--- src/rtl/uart_alu_ctrl_pkg.sv ---
// Shared definitions for the UART-to-ALU command controller: default widths,
// FSM state encoding and the ALU opcode map used by the controller, the ALU
// and the benches.
package uart_alu_ctrl_pkg;

  localparam int NB_DATA_DEF       = 8;
  localparam int NB_OP_DEF         = 6;
  localparam int TIMEOUT_TICKS_DEF = 4096;

  // Command sequencer states.
  typedef enum logic [2:0] {
    ST_WAIT_A  = 3'd0,
    ST_WAIT_B  = 3'd1,
    ST_WAIT_OP = 3'd2,
    ST_COMPUTE = 3'd3,
    ST_SEND    = 3'd4,
    ST_WAIT_TX = 3'd5
  } state_t;

  // ALU opcodes (low NB_OP bits of the third command byte).
  localparam logic [NB_OP_DEF-1:0] OP_ADD = 6'h20;
  localparam logic [NB_OP_DEF-1:0] OP_SUB = 6'h22;
  localparam logic [NB_OP_DEF-1:0] OP_AND = 6'h24;
  localparam logic [NB_OP_DEF-1:0] OP_OR  = 6'h25;
  localparam logic [NB_OP_DEF-1:0] OP_XOR = 6'h26;
  localparam logic [NB_OP_DEF-1:0] OP_NOR = 6'h27;
  localparam logic [NB_OP_DEF-1:0] OP_SRL = 6'h02;
  localparam logic [NB_OP_DEF-1:0] OP_SRA = 6'h03;

  // States that are collecting command bytes.
  function automatic logic is_wait_state(input state_t s);
    return (s == ST_WAIT_A) || (s == ST_WAIT_B) || (s == ST_WAIT_OP);
  endfunction

  // States in which the block is computing or transmitting a result.
  function automatic logic is_busy_state(input state_t s);
    return (s == ST_COMPUTE) || (s == ST_SEND) || (s == ST_WAIT_TX);
  endfunction

endpackage

--- src/rtl/inter_byte_timer.sv ---
// Saturating inter-byte timeout counter. Counts enable ticks since the last
// clear; tc is asserted combinationally on the tick that would bring the count
// to TICKS, so the owner can act on the same edge. TICKS = 0 disables it.
module inter_byte_timer #(
  parameter int TICKS = 4096
) (
  input  logic clk,
  input  logic rst_n,
  input  logic clear,
  input  logic enable,
  output logic tc
);

  localparam int CW = (TICKS > 0) ? $clog2(TICKS + 1) : 1;
  localparam logic [CW-1:0] MAX_CNT  = (TICKS > 0) ? CW'(TICKS) : '0;
  localparam logic [CW-1:0] LAST_CNT = (TICKS > 0) ? CW'(TICKS - 1) : '0;

  logic [CW-1:0] cnt;

  // Count enabled ticks; clear wins, and the count sticks at MAX_CNT.
  always_ff @(posedge clk or negedge rst_n) begin
    if (!rst_n) begin
      cnt <= '0;
    end else if (clear) begin
      cnt <= '0;
    end else if (enable && (cnt != MAX_CNT)) begin
      cnt <= cnt + 1'b1;
    end
  end

  // Terminal tick: the enabled tick that completes TICKS counts.
  always_comb begin
    tc = (TICKS > 0) && enable && (cnt == LAST_CNT);
  end

endmodule

--- src/rtl/uart_alu_ctrl.sv ---
// UART-to-ALU command controller. Collects operand A, operand B and an opcode
// from the UART receiver, lets the external combinational ALU settle for one
// cycle, hands the result to the UART transmitter and waits for it to finish.
// Handshake: i_rx_done / i_tx_done are single-cycle strobes qualifying the
// data in that cycle; o_tx_start is a single-cycle request with o_tx_data
// already stable in the same cycle; there is no backpressure, so bytes that
// arrive while busy are dropped and flagged through o_err_overrun.
module uart_alu_ctrl
  import uart_alu_ctrl_pkg::*;
#(
  parameter int NB_DATA       = NB_DATA_DEF,
  parameter int NB_OP         = NB_OP_DEF,
  parameter int CHECK_FRAME   = 0,
  parameter int TIMEOUT_TICKS = TIMEOUT_TICKS_DEF
) (
  input  logic               i_clock,
  input  logic               i_reset_n,
  input  logic               i_valid,
  input  logic [NB_DATA-1:0] i_rx_data,
  input  logic               i_rx_done,
  input  logic               i_rx_frame_valid,
  output logic [NB_DATA-1:0] o_alu_a,
  output logic [NB_DATA-1:0] o_alu_b,
  output logic [NB_OP-1:0]   o_alu_op,
  input  logic [NB_DATA-1:0] i_alu_result,
  output logic [NB_DATA-1:0] o_tx_data,
  output logic               o_tx_start,
  input  logic               i_tx_done,
  output logic               o_busy,
  output logic               o_err_timeout,
  output logic               o_err_frame,
  output logic               o_err_overrun,
  output state_t             o_state
);

  state_t state;
  state_t state_next;

  logic rx_ok;
  logic accept;
  logic timer_clear;
  logic timer_en;
  logic timer_tc;

  logic load_a;
  logic load_b;
  logic load_op;
  logic load_tx;
  logic start_d;
  logic err_timeout_d;
  logic err_frame_d;
  logic err_overrun_d;

  // Byte qualification: a byte counts only in a collecting state and, when
  // frame checking is on, only with a good frame status.
  always_comb begin
    rx_ok  = i_rx_done && ((CHECK_FRAME == 0) || i_rx_frame_valid);
    accept = is_wait_state(state) && rx_ok;
  end

  // Timer runs between bytes of a command; restarts on every accepted byte
  // and whenever the FSM returns to WAIT_A.
  always_comb begin
    timer_en    = i_valid && ((state == ST_WAIT_B) || (state == ST_WAIT_OP));
    timer_clear = accept || ((state_next == ST_WAIT_A) && (state != ST_WAIT_A));
  end

  inter_byte_timer #(
    .TICKS(TIMEOUT_TICKS)
  ) u_timer (
    .clk   (i_clock),
    .rst_n (i_reset_n),
    .clear (timer_clear),
    .enable(timer_en),
    .tc    (timer_tc)
  );

  // State register.
  always_ff @(posedge i_clock or negedge i_reset_n) begin
    if (!i_reset_n) begin
      state <= ST_WAIT_A;
    end else begin
      state <= state_next;
    end
  end

  // Next-state logic; an accepted byte takes priority over the timeout.
  always_comb begin
    state_next = state;
    case (state)
      ST_WAIT_A: begin
        if (accept) state_next = ST_WAIT_B;
      end
      ST_WAIT_B: begin
        if (accept)        state_next = ST_WAIT_OP;
        else if (timer_tc) state_next = ST_WAIT_A;
      end
      ST_WAIT_OP: begin
        if (accept)        state_next = ST_COMPUTE;
        else if (timer_tc) state_next = ST_WAIT_A;
      end
      ST_COMPUTE: state_next = ST_SEND;
      ST_SEND:    state_next = ST_WAIT_TX;
      ST_WAIT_TX: begin
        if (i_tx_done) state_next = ST_WAIT_A;
      end
      default: state_next = ST_WAIT_A;
    endcase
  end

  // Output decode: register load enables and the next value of each pulse.
  // The result is captured on the COMPUTE->SEND edge so that o_tx_data and
  // o_tx_start are both valid throughout the SEND cycle.
  always_comb begin
    load_a        = (state == ST_WAIT_A)  && accept;
    load_b        = (state == ST_WAIT_B)  && accept;
    load_op       = (state == ST_WAIT_OP) && accept;
    load_tx       = (state == ST_COMPUTE);
    start_d       = (state == ST_COMPUTE);
    err_frame_d   = is_wait_state(state) && i_rx_done && !rx_ok;
    err_overrun_d = is_busy_state(state) && i_rx_done;
    err_timeout_d = ((state == ST_WAIT_B) || (state == ST_WAIT_OP)) && timer_tc && !accept;
  end

  // Datapath and pulse registers.
  always_ff @(posedge i_clock or negedge i_reset_n) begin
    if (!i_reset_n) begin
      o_alu_a       <= '0;
      o_alu_b       <= '0;
      o_alu_op      <= '0;
      o_tx_data     <= '0;
      o_tx_start    <= 1'b0;
      o_err_timeout <= 1'b0;
      o_err_frame   <= 1'b0;
      o_err_overrun <= 1'b0;
    end else begin
      if (load_a)  o_alu_a   <= i_rx_data;
      if (load_b)  o_alu_b   <= i_rx_data;
      if (load_op) o_alu_op  <= i_rx_data[NB_OP-1:0];
      if (load_tx) o_tx_data <= i_alu_result;
      o_tx_start    <= start_d;
      o_err_timeout <= err_timeout_d;
      o_err_frame   <= err_frame_d;
      o_err_overrun <= err_overrun_d;
    end
  end

  // Status outputs decoded straight from the state register.
  always_comb begin
    o_busy  = is_busy_state(state);
    o_state = state;
  end

endmodule

--- config.mk ---
export PLATFORM = sky130hd
export DESIGN_NAME = uart_alu_ctrl
export DESIGN_NICKNAME = d
export VERILOG_FILES = /design/src/rtl/uart_alu_ctrl_pkg.sv /design/src/rtl/inter_byte_timer.sv /design/src/rtl/uart_alu_ctrl.sv
export SDC_FILE = /design/constraint.sdc
export NUM_CORES = 1
export LEC_CHECK = 0
export ABC_AREA = 1
export BUFFER_PORTS_ARGS = -buffer_cell sky130_fd_sc_hd__clkbuf_2
export CELL_PAD_IN_SITES_DETAIL_PLACEMENT = 1
export CELL_PAD_IN_SITES_GLOBAL_PLACEMENT = 2
export CORE_UTILIZATION = 30
export CTS_CLUSTER_SIZE = 16
export DETAILED_ROUTE_END_ITERATION = 8
export PLACE_DENSITY = 0.79
export SLEW_MARGIN = 10
export SYNTH_ARGS = -nofsm -noshare
export SYNTH_HDL_FRONTEND = slang
export SYNTH_HIERARCHICAL = 1
export SYNTH_SLANG_ARGS = --single-unit
export TNS_END_PERCENT = 5
--- constraint.sdc ---
create_clock -name i_clock -period 2.9 [get_ports i_clock]
set_input_delay 0.58 -clock i_clock [delete_from_list [all_inputs] [get_ports i_clock]]
set_output_delay 0.58 -clock i_clock [all_outputs]
set_load 0.05 [all_outputs]
# Word level (Yosys, flattened, before mapping)
# Index checks and enable logic that the tools add are counted.
word_totals:
  reg_bits: 50
  elab_cells: 50
  inputBits: 22
classes:
  n_mux: 8
  reduce_logical: 24
  eq_ne: 7
  n_addsub: 1
op_table:
  columns: ["op", "count"]
  rows:
  - ["$mux W13", 2]
  - ["$pmux W3 S6", 1]
  - ["$mux W3", 5]
  - ["$add A13 B1 Y13 const B", 1]
  - ["$eq A13 B12 Y1 const B", 1]
  - ["$ne A13 B13 Y1 const B", 1]
  - ["$logic_and A1 B1 Y1", 12]
  - ["$eq A3 B2 Y1 const B", 2]
  - ["$eq A3 B3 Y1 const B", 2]
  - ["$logic_not A3 Y1", 2]
  - ["$logic_or A1 B1 Y1", 6]
  - ["$eq A3 B1 Y1 const B", 1]
  - ["$reduce_bool A3 Y1", 1]
  - ["$logic_not A1 Y1", 2]
  - ["$reduce_bool A2 Y1", 1]

# Logic depth before layout (Yosys ltp)
# Gate-level depths: netlist (run 1).
depth:
  word_depth: 11
  depth_mapped: 19
  depth_no_buf: 19

# By module
# The synthesis (run 1) kept the hierarchy.
modules_own_cells:
  columns: ["mod", "cells_per_inst", "seq_area_each_um2", "instances", "area_per_inst_um2"]
  rows:
  - ["uart_alu_ctrl", 163, 925.9, 1, 1501.4]
  - ["inter_byte_timer", 143, 325.3, 1, 958.4]

# Worst setup path before layout (run 1)
# OpenSTA, ideal clock, no wires.
synth_timing:
  path_kind: "register to register"
  startpoint: "register state[1] (netlist: o_state[1])"
  endpoint: "register u_timer.cnt[6]"
  setup_time_ns: 0.118
  path_slack_ns: 0.210
  stages_incl_launch_ff: 19
  n_path_buf: 1
  t_arrival_ns: 2.572
  cell_sequence: "dfrtp_1 > nor2_2 > nor2_1 > inv_1 > nor2_1 > inv_1 > nor3_1 > inv_1 > nand2_1 > nand2_1 > nand2_1 > inv_1 > nor2_1 > nand2_1 > nand2_1 > clkinv_1 > clkbuf_1 > nand3_1 > nand2_1"
synth_via:
  elab_chain_len: 11
  elab_cells_between_ends: 25
  cone_classes: "eq/ne (5); mux (7); reduce/logical (13)"
synth_rtl:
  columns: ["element", "line", "text"]
  rows:
  - ["start, declared", "uart_alu_ctrl.sv:36", "state_t state;"]
  - ["start signal, assigned", "uart_alu_ctrl.sv:83", "state <= state_next;"]
  - ["$eq A3 B1 Y1 / $eq A3 B2 Y1 (equally long branches)", "uart_alu_ctrl.sv:64", "timer_en = i_valid && ((state == ST_WAIT_B) || (state == ST_WAIT_OP));"]
  - ["$logic_or A1 B1 Y1 (*)", "uart_alu_ctrl.sv:64", null]
  - ["$logic_and A1 B1 Y1 (*)", "uart_alu_ctrl.sv:64", null]
  - ["via timer_en", "uart_alu_ctrl.sv:42", "logic timer_en;"]
  - ["$logic_and A1 B1 Y1 (*)", "inter_byte_timer.sv:33", "tc = (TICKS > 0) && enable && (cnt == LAST_CNT);"]
  - ["via timer_tc", "uart_alu_ctrl.sv:43", "logic timer_tc;"]
  - ["$mux W3 (*)", "uart_alu_ctrl.sv:96, uart_alu_ctrl.sv:100", null]
  - ["$mux W3 (on tied branches)", "uart_alu_ctrl.sv:99, uart_alu_ctrl.sv:95", null]
  - ["$pmux W3 S6 (*)", "uart_alu_ctrl.sv:90", "case (state)"]
  - ["via state_next[1]", "uart_alu_ctrl.sv:37", "state_t state_next;"]
  - ["$logic_not A3 Y1 (*)", "uart_alu_ctrl.sv:65", "timer_clear = accept || ((state_next == ST_WAIT_A) && (state != ST_WAIT_A));"]
  - ["$logic_and A1 B1 Y1 (*)", "uart_alu_ctrl.sv:65", null]
  - ["$logic_or A1 B1 Y1 (*)", "uart_alu_ctrl.sv:65", null]
  - ["via timer_clear", "uart_alu_ctrl.sv:41", "logic timer_clear;"]
  - ["$mux W13 / $reduce_bool A2 Y1 (equally long branches)", null, null]
  - ["end signal, assigned", "inter_byte_timer.sv:27", "cnt <= cnt + 1'b1;"]
  - ["end, declared", "inter_byte_timer.sv:18", "logic [CW-1:0] cnt;"]
# Mark *: on every way through the listed nets, which the timed path passes. The rest lies on a longest branch.
# A chain may end at the register's enable or synchronous reset.

# Final worst setup path (run 1)
layout_timing:
  startpoint: "register state[1] (netlist: o_state[1])"
  endpoint: "register u_timer.cnt[9]"
# Same word-level chain as after synthesis.

==> flow_metrics.py, run 1 <==
metrics = {
    "sta": {
        "min_period_ns": 2.47,
        "timing.fmax_mhz": 405,
        "hold_violations": 0,
        "setup_viol": 0,
        "hold_ws_ns": 0.162,
        "min_period_over_period_pct": 85.2,
        "skew_ns": 0.0106,
        "fin_tns_setup_ns": 0,
        "grt_setup_unrepaired": "no",
        "finalMaxSlewViolations": 0,
    },
    "placed_design": {
        "portBuffers": 58,
        "place_hpwl_um": 4560,
        "place_congestion": 0.772,
        "dp.cells": 465,
        "place_area_um2": 2870,
    },
    "clock_network": {
        "post_cts_buffers": 0,
        "clock_path_buffers": 2,
        "cts_resized": 0,
        "clock_latency_ns": 0.32,
        "numCtsBuffers": 5,
        "clk_pin_slew_ns": 0.11,
        "numClockSinks": 50,
        "hold_buffers": 0,
        "cts-root-buf": "clkbuf_8",
        "cts_tree": "done",
        "ctsHtreeMaxLevel": 2,
    },
    "logic_synthesis": {
        "synth_edf_count": 0,
        "yosysWarnings": 6,
        "seq_area_frac_synth_pct": 50.9,
        "ys_top_cells_by_area": "dfrtp_1 51%, nand2_1 16%, inv_1 5.2%, nand3_1 5.1%, nor2_1 3.8%",
        "synth_top_cell_by_area": "dfrtp_1",
        "syn_inst": 306,
        "yosys-top-cells-count": "106 x nand2_1, 50 x dfrtp_1, 34 x inv_1, 25 x nand3_1, 25 x nor2_1",
        "synth-seq-cells": 50,
        "synth.net_count": 330,
        "yosysTopAreaCellShare_pct": 50.9,
        "synth.most_common_cell": "nand2_1",
        "synth_area_um2": 2460,
        "synthDistinctLibCells": 24,
        "avgSynthCellArea_um2": 8.04,
        "async_flop_share_pct": 100,
        "synth_flop_cell": "dfrtp_1",
    },
    "hold_path": {
        "hp-class": "in -> async",
    },
    "cells_and_area": {
        "instances_no_fill": 473,
        "drive_gt1_share_pct": 26.4,
        "nets": 394,
        "n_antenna_cell": 0,
        "fin_area_um2": 2970,
        "syn_to_final_growth_pct": 20.7,
    },
    "run": {
        "maxCapViolCount": 0,
    },
    "critical_path": {
        "r2r_slack_ns": 0.43,
        "worstSetupEndpointType": "flip-flop",
        "critPathLaunchType": "flip-flop",
        "path_class": "reg -> reg",
        "worstPathMaxFanout": 16,
        "crit_required_ns": 3.15,
        "arrival_ns": 2.73,
    },
    "power": {
        "switching_share_pct": 55.2,
        "power_mw": 3.32,
        "power_frac_comb_pct": 54.2,
        "cellPowerDensity_nw_per_um2": 1120,
        "max-vdd-ir-drop_uv": 530,
        "leakage_nw": 1.61,
        "p_int_mw": 1.49,
        "clockPowerShare_pct": 13.4,
        "p_seq_share_pct": 32.4,
        "switchingPower_mw": 1.83,
    },
    "global_route": {
        "antenna_found_initial": 0,
        "grt_pass1_wl_um": 11100,
        "overflow": 0,
        "grt-busiest-layer": "met2",
        "grtUsageTotal_pct": 16.4,
        "use_met1_pct": 21.1,
        "grt_pass1_vias": 2302,
        "met3_usage_pct": 4.02,
        "grt_max_degree": 36,
        "grtUsageMet2_pct": 27.3,
    },
    "drt": {
        "drc": 0,
        "avgViaCountPerCell": 4.54,
        "antenna_left": 0,
        "routed_wirelength_um": 6240,
        "wl_per_cell_um": 13.2,
        "dr.pass1.iters": 4,
        "drtIter0Drc": 68,
        "num_vias": 2149,
    },
    "die": {
        "coreArea_um2": 7850,
        "core.rowCount": 32,
        "die_x_um": 92.6,
        "design.portCount": 60,
        "die_area_um2": 8570,
        "initial_utilization_pct": 31.3,
        "dieHeight_um": 92.6,
    },
    "run_status": {
        "status": "complete, no violations",
    },
}
[critical path, stage by stage, from the launching register on]
cell and delay [ns]:
dfrtp_1 0.53, nor2_2 0.12, nor2_1 0.16, inv_1 0.07
nor2_1 0.16, inv_1 0.09, nor3_1 0.17, inv_1 0.10
nand2_1 0.06, nand2_1 0.05, nand2_1 0.05, inv_1 0.05
nor2_1 0.09, nand2_1 0.05, nand2_1 0.09, clkinv_1 0.07
buf_4 0.20, nand2_4 0.16, nand2_1 0.08, nand2_1 0.06
[cells by family (layout without fill, tap and decap cells)]
| logic type | Yosys count | after routing | synth area share (%) |
|---|---|---|---|
| and+or+nand+nor | 183 | 183 | 32.8 |
| DFF | 50 | 50 | 50.9 |
| buffers and inverters | 42 | 107 | 7.48 |
| AOI/OAI and AO/OA | 24 | 24 | 6.26 |
| xor gates and xnor gates | 4 | 4 | 1.42 |
| adders and majority gates | 2 | 2 | 1.02 |
| other | 1 | 1 | 0.152 |
[area by class of cell]
type	instances	area (um2)
Fill cell	997	4880
Multi-Input combinational cell	214	1030
Tap cell	102	128
Timing Repair Buffer	63	328
Clock inverter	3	28.8
Sequential cell	50	1250
Clock buffer	5	68.8
Inverter	36	135
[cell usage in the layout, fill, tap and decap left out, drive strengths merged]
| cell type | instances |
|---|---|
| inv | 35 |
| xnor2 | 1 |
| nand3 | 27 |
| nand4 | 6 |
| clkinv | 4 |
| o21ai | 24 |
| conb | 1 |
| ha | 2 |
| nor2 | 32 |
| nand2 | 114 |
| nor3 | 2 |
| xor2 | 3 |
| clkbuf | 63 |
| or2 | 1 |
| dfrtp | 50 |
| nor3b | 1 |
| buf | 5 |
[through the flow]
stage               util (%)  worst slack [ns]
floorplan                  -             0.210
global placement        36.5             0.436
detailed placement      36.5             0.356
CTS                     37.8             0.314
global route            37.8            0.0658
finish                  37.8             0.428
[sequential cells by signal, indices dropped and copies added (netlist names)]
register and flops:
o_tx_data 8, u_timer/cnt 13, o_state 3, o_err_frame 1, o_alu_b 8, o_tx_start 1, o_alu_op 6, o_alu_a 8
o_err_overrun 1, o_err_timeout 1
[path summary, 6_finish.rpt]
path | start | endpoint | cells past startpoint
min in group i_clock | i_rx_done | o_err_timeout | 2
hold reg to reg | o_tx_data[3] | o_tx_data[3] | 2
hold / removal | i_reset_n | o_alu_a[4] | 1
setup / recovery | o_state[1] | u_timer/cnt[9] | 19
setup reg to reg | o_state[1] | u_timer/cnt[9] | 19
max in group asynchronous | i_reset_n | o_err_overrun | 2
[routing by layer]
metal,vias to the layer above,share of wire [%]
met5,-,0
met3,4,5.3
met4,0,0.95
met1,1022,47
met2,46,47
li1,1077,-
[power groups by stage]
stage / clock network, mW / logic [mW] / registers [mW]
after floorplan: 0 / 0.575 / 1.85
after global placement: 0 / 1.78 / 1.08
after detailed placement: 0 / 1.82 / 1.09
after CTS: 0.470 / 1.82 / 1.08
final: 0.445 / 1.80 / 1.08
after global routing: 0.497 / 1.95 / 1.11
Power figures use the tool's default switching activity.
==> inputs of run 2 (changes only) <==
MAX_ROUTING_LAYER = met4   (was default)
==> run 2 against run 1 <==
Effect of this change:
- combinational power about the same
- sequential share of layout area unchanged
- hold slack is essentially flat
- final area unchanged
- global-route usage grew 0.44 points
- via count about the same
- core utilization did not move
- cell count is the same
- critical path type unchanged
- critical endpoint unchanged
==> flow_metrics.py, run 2 (synthesis gave the netlist of run 1 again) <==
metrics = {
    "run_status": {
        "status": "complete, no violations",
    },
    "sta": {
        "fin_tns_setup_ns": 0,
        "skew_ns": 0.0100,
        "timing.fmax_mhz": 405,
        "finalMaxSlewViolations": 0,
        "hold_violations": 0,
        "hold_ws_ns": 0.162,
        "finalWorstSetupSlack_ns": 0.428,
        "setup_viol": 0,
        "min_period_ns": 2.47,
        "grt_setup_unrepaired": "no",
        "min_period_over_period_pct": 85.2,
    },
    "hold_path": {
        "hp-class": "in -> async",
    },
    "die": {
        "die_area_um2": 8570,
        "design.portCount": 60,
        "die_x_um": 92.6,
        "coreArea_um2": 7850,
        "dieHeight_um": 92.6,
        "core.rowCount": 32,
        "initial_utilization_pct": 31.3,
    },
    "power": {
        "cellPowerDensity_nw_per_um2": 1120,
        "switching_share_pct": 55.2,
        "power_mw": 3.32,
        "power_frac_comb_pct": 54.2,
        "max-vdd-ir-drop_uv": 529,
        "p_int_mw": 1.49,
        "switchingPower_mw": 1.83,
        "p_seq_share_pct": 32.4,
        "leakage_nw": 1.61,
        "clockPowerShare_pct": 13.4,
    },
    "critical_path": {
        "arrival_ns": 2.73,
        "worstPathMaxFanout": 16,
        "worstSetupEndpointType": "flip-flop",
        "path_class": "reg -> reg",
        "critPathLaunchType": "flip-flop",
        "crit_required_ns": 3.16,
    },
    "placed_design": {
        "dpl_worst_slack_ns": 0.356,
        "portBuffers": 58,
        "place_area_um2": 2870,
        "place_congestion": 0.782,
        "place_hpwl_um": 4560,
    },
    "drt": {
        "num_vias": 2148,
        "dr.pass1.iters": 4,
        "antenna_left": 0,
        "wl_per_cell_um": 13.2,
        "drc": 0,
        "avgViaCountPerCell": 4.54,
        "routed_wirelength_um": 6250,
        "drtIter0Drc": 66,
    },
    "cells_and_area": {
        "largest_reg_flops": 13,
        "nets": 394,
        "regMostFlops": "u_timer/cnt",
        "n_antenna_cell": 0,
        "final_cell_mix": "106 x nand2_1, 58 x clkbuf_2, 50 x dfrtp_1, 34 x inv_1",
        "layout_commonest_cell": "nand2_1",
        "drive_gt1_share_pct": 26.4,
        "syn_to_final_growth_pct": 20.7,
        "fin_area_um2": 2970,
    },
    "run": {
        "maxCapViolCount": 0,
    },
    "clock_network": {
        "numClockSinks": 50,
        "clock_latency_ns": 0.32,
        "clk_pin_slew_ns": 0.11,
        "numCtsBuffers": 5,
        "clock_path_buffers": 2,
        "cts-root-buf": "clkbuf_8",
        "ctsHtreeMaxLevel": 2,
        "cts_tree": "done",
    },
    "global_route": {
        "grtUsageTotal_pct": 16.9,
        "grt_pass1_vias": 2306,
        "grt_pass1_wl_um": 11100,
        "grt_max_degree": 36,
        "overflow": 0,
        "antenna_found_initial": 0,
    },
}
[run 2: cell counts in the layout (fill, tap and decap cells not counted)]
Identical to the previous run, type by type.
[run 2: final cells by class]
cell class | count | area, um2
sequential | 50 | 1250
clock inverter | 3 | 28.8
timing repair buffer | 63 | 328
multi-input combinational | 214 | 1030
clock buffer | 5 | 68.8
tap | 102 | 128
inverter | 36 | 135
fill | 997 | 4880
[run 2: through the flow]
stage          util (%)  instances
3_5_place_dp       36.5        465
6_report           37.8        473
2_1_floorplan         -        306
5_1_grt            37.8        473
4_1_cts            37.8        473
3_3_place_gp       36.5        465
[run 2: routing by layer]
metal | GRT usage (%) | vias up | wire length, um
met3 | 2.96 | 4 | 249
met4 | 4.69 | 0 | 59
met2 | 27.4 | 46 | 2910
li1 | - | 1077 | -
met5 | - | - | 0
met1 | 21.7 | 1021 | 3030
[run 2: final timing paths]
path	startpoint	endpoint	slack, ns	depth (start not counted)
worst max-delay path	o_state[1]	u_timer/cnt[9]	0.43	19
worst max register to register	o_state[1]	u_timer/cnt[9]	0.43	19
min in group i_clock	i_rx_done	o_err_timeout	0.46	2
worst min-delay path	i_reset_n	o_alu_a[4]	0.16	1
worst min register to register	o_tx_data[3]	o_tx_data[3]	0.49	2
max in group asynchronous	i_reset_n	o_err_overrun	1.93	2
[run 2: timing repair]
action,CTS,global route
hold buffers,0,0
resized for setup,0,1
setup endpoints to repair,0,3
endpoints found under the hold margin,0,0
setup buffers,0,0
[run 2: critical path, cell delays in order, from the launching register on]
cell,delay (ns)
dfrtp_1,0.53
nor2_2,0.12
nor2_1,0.16
inv_1,0.07
nor2_1,0.16
inv_1,0.09
nor3_1,0.17
inv_1,0.10
nand2_1,0.06
nand2_1,0.05
nand2_1,0.05
inv_1,0.05
nor2_1,0.09
nand2_1,0.05
nand2_1,0.09
clkinv_1,0.07
buf_4,0.20
nand2_4,0.16
nand2_1,0.08
nand2_1,0.06
[run 2: power by group through the flow]
| stage | clock [mW] | combinational (mW) | sequential (mW) |
|---|---|---|---|
| after global routing | 0.496 | 1.95 | 1.11 |
| after CTS | 0.470 | 1.82 | 1.08 |
| after detailed placement | 0 | 1.82 | 1.09 |
| after floorplan | 0 | 0.575 | 1.85 |
| after global placement | 0 | 1.78 | 1.08 |
| final | 0.445 | 1.80 | 1.08 |
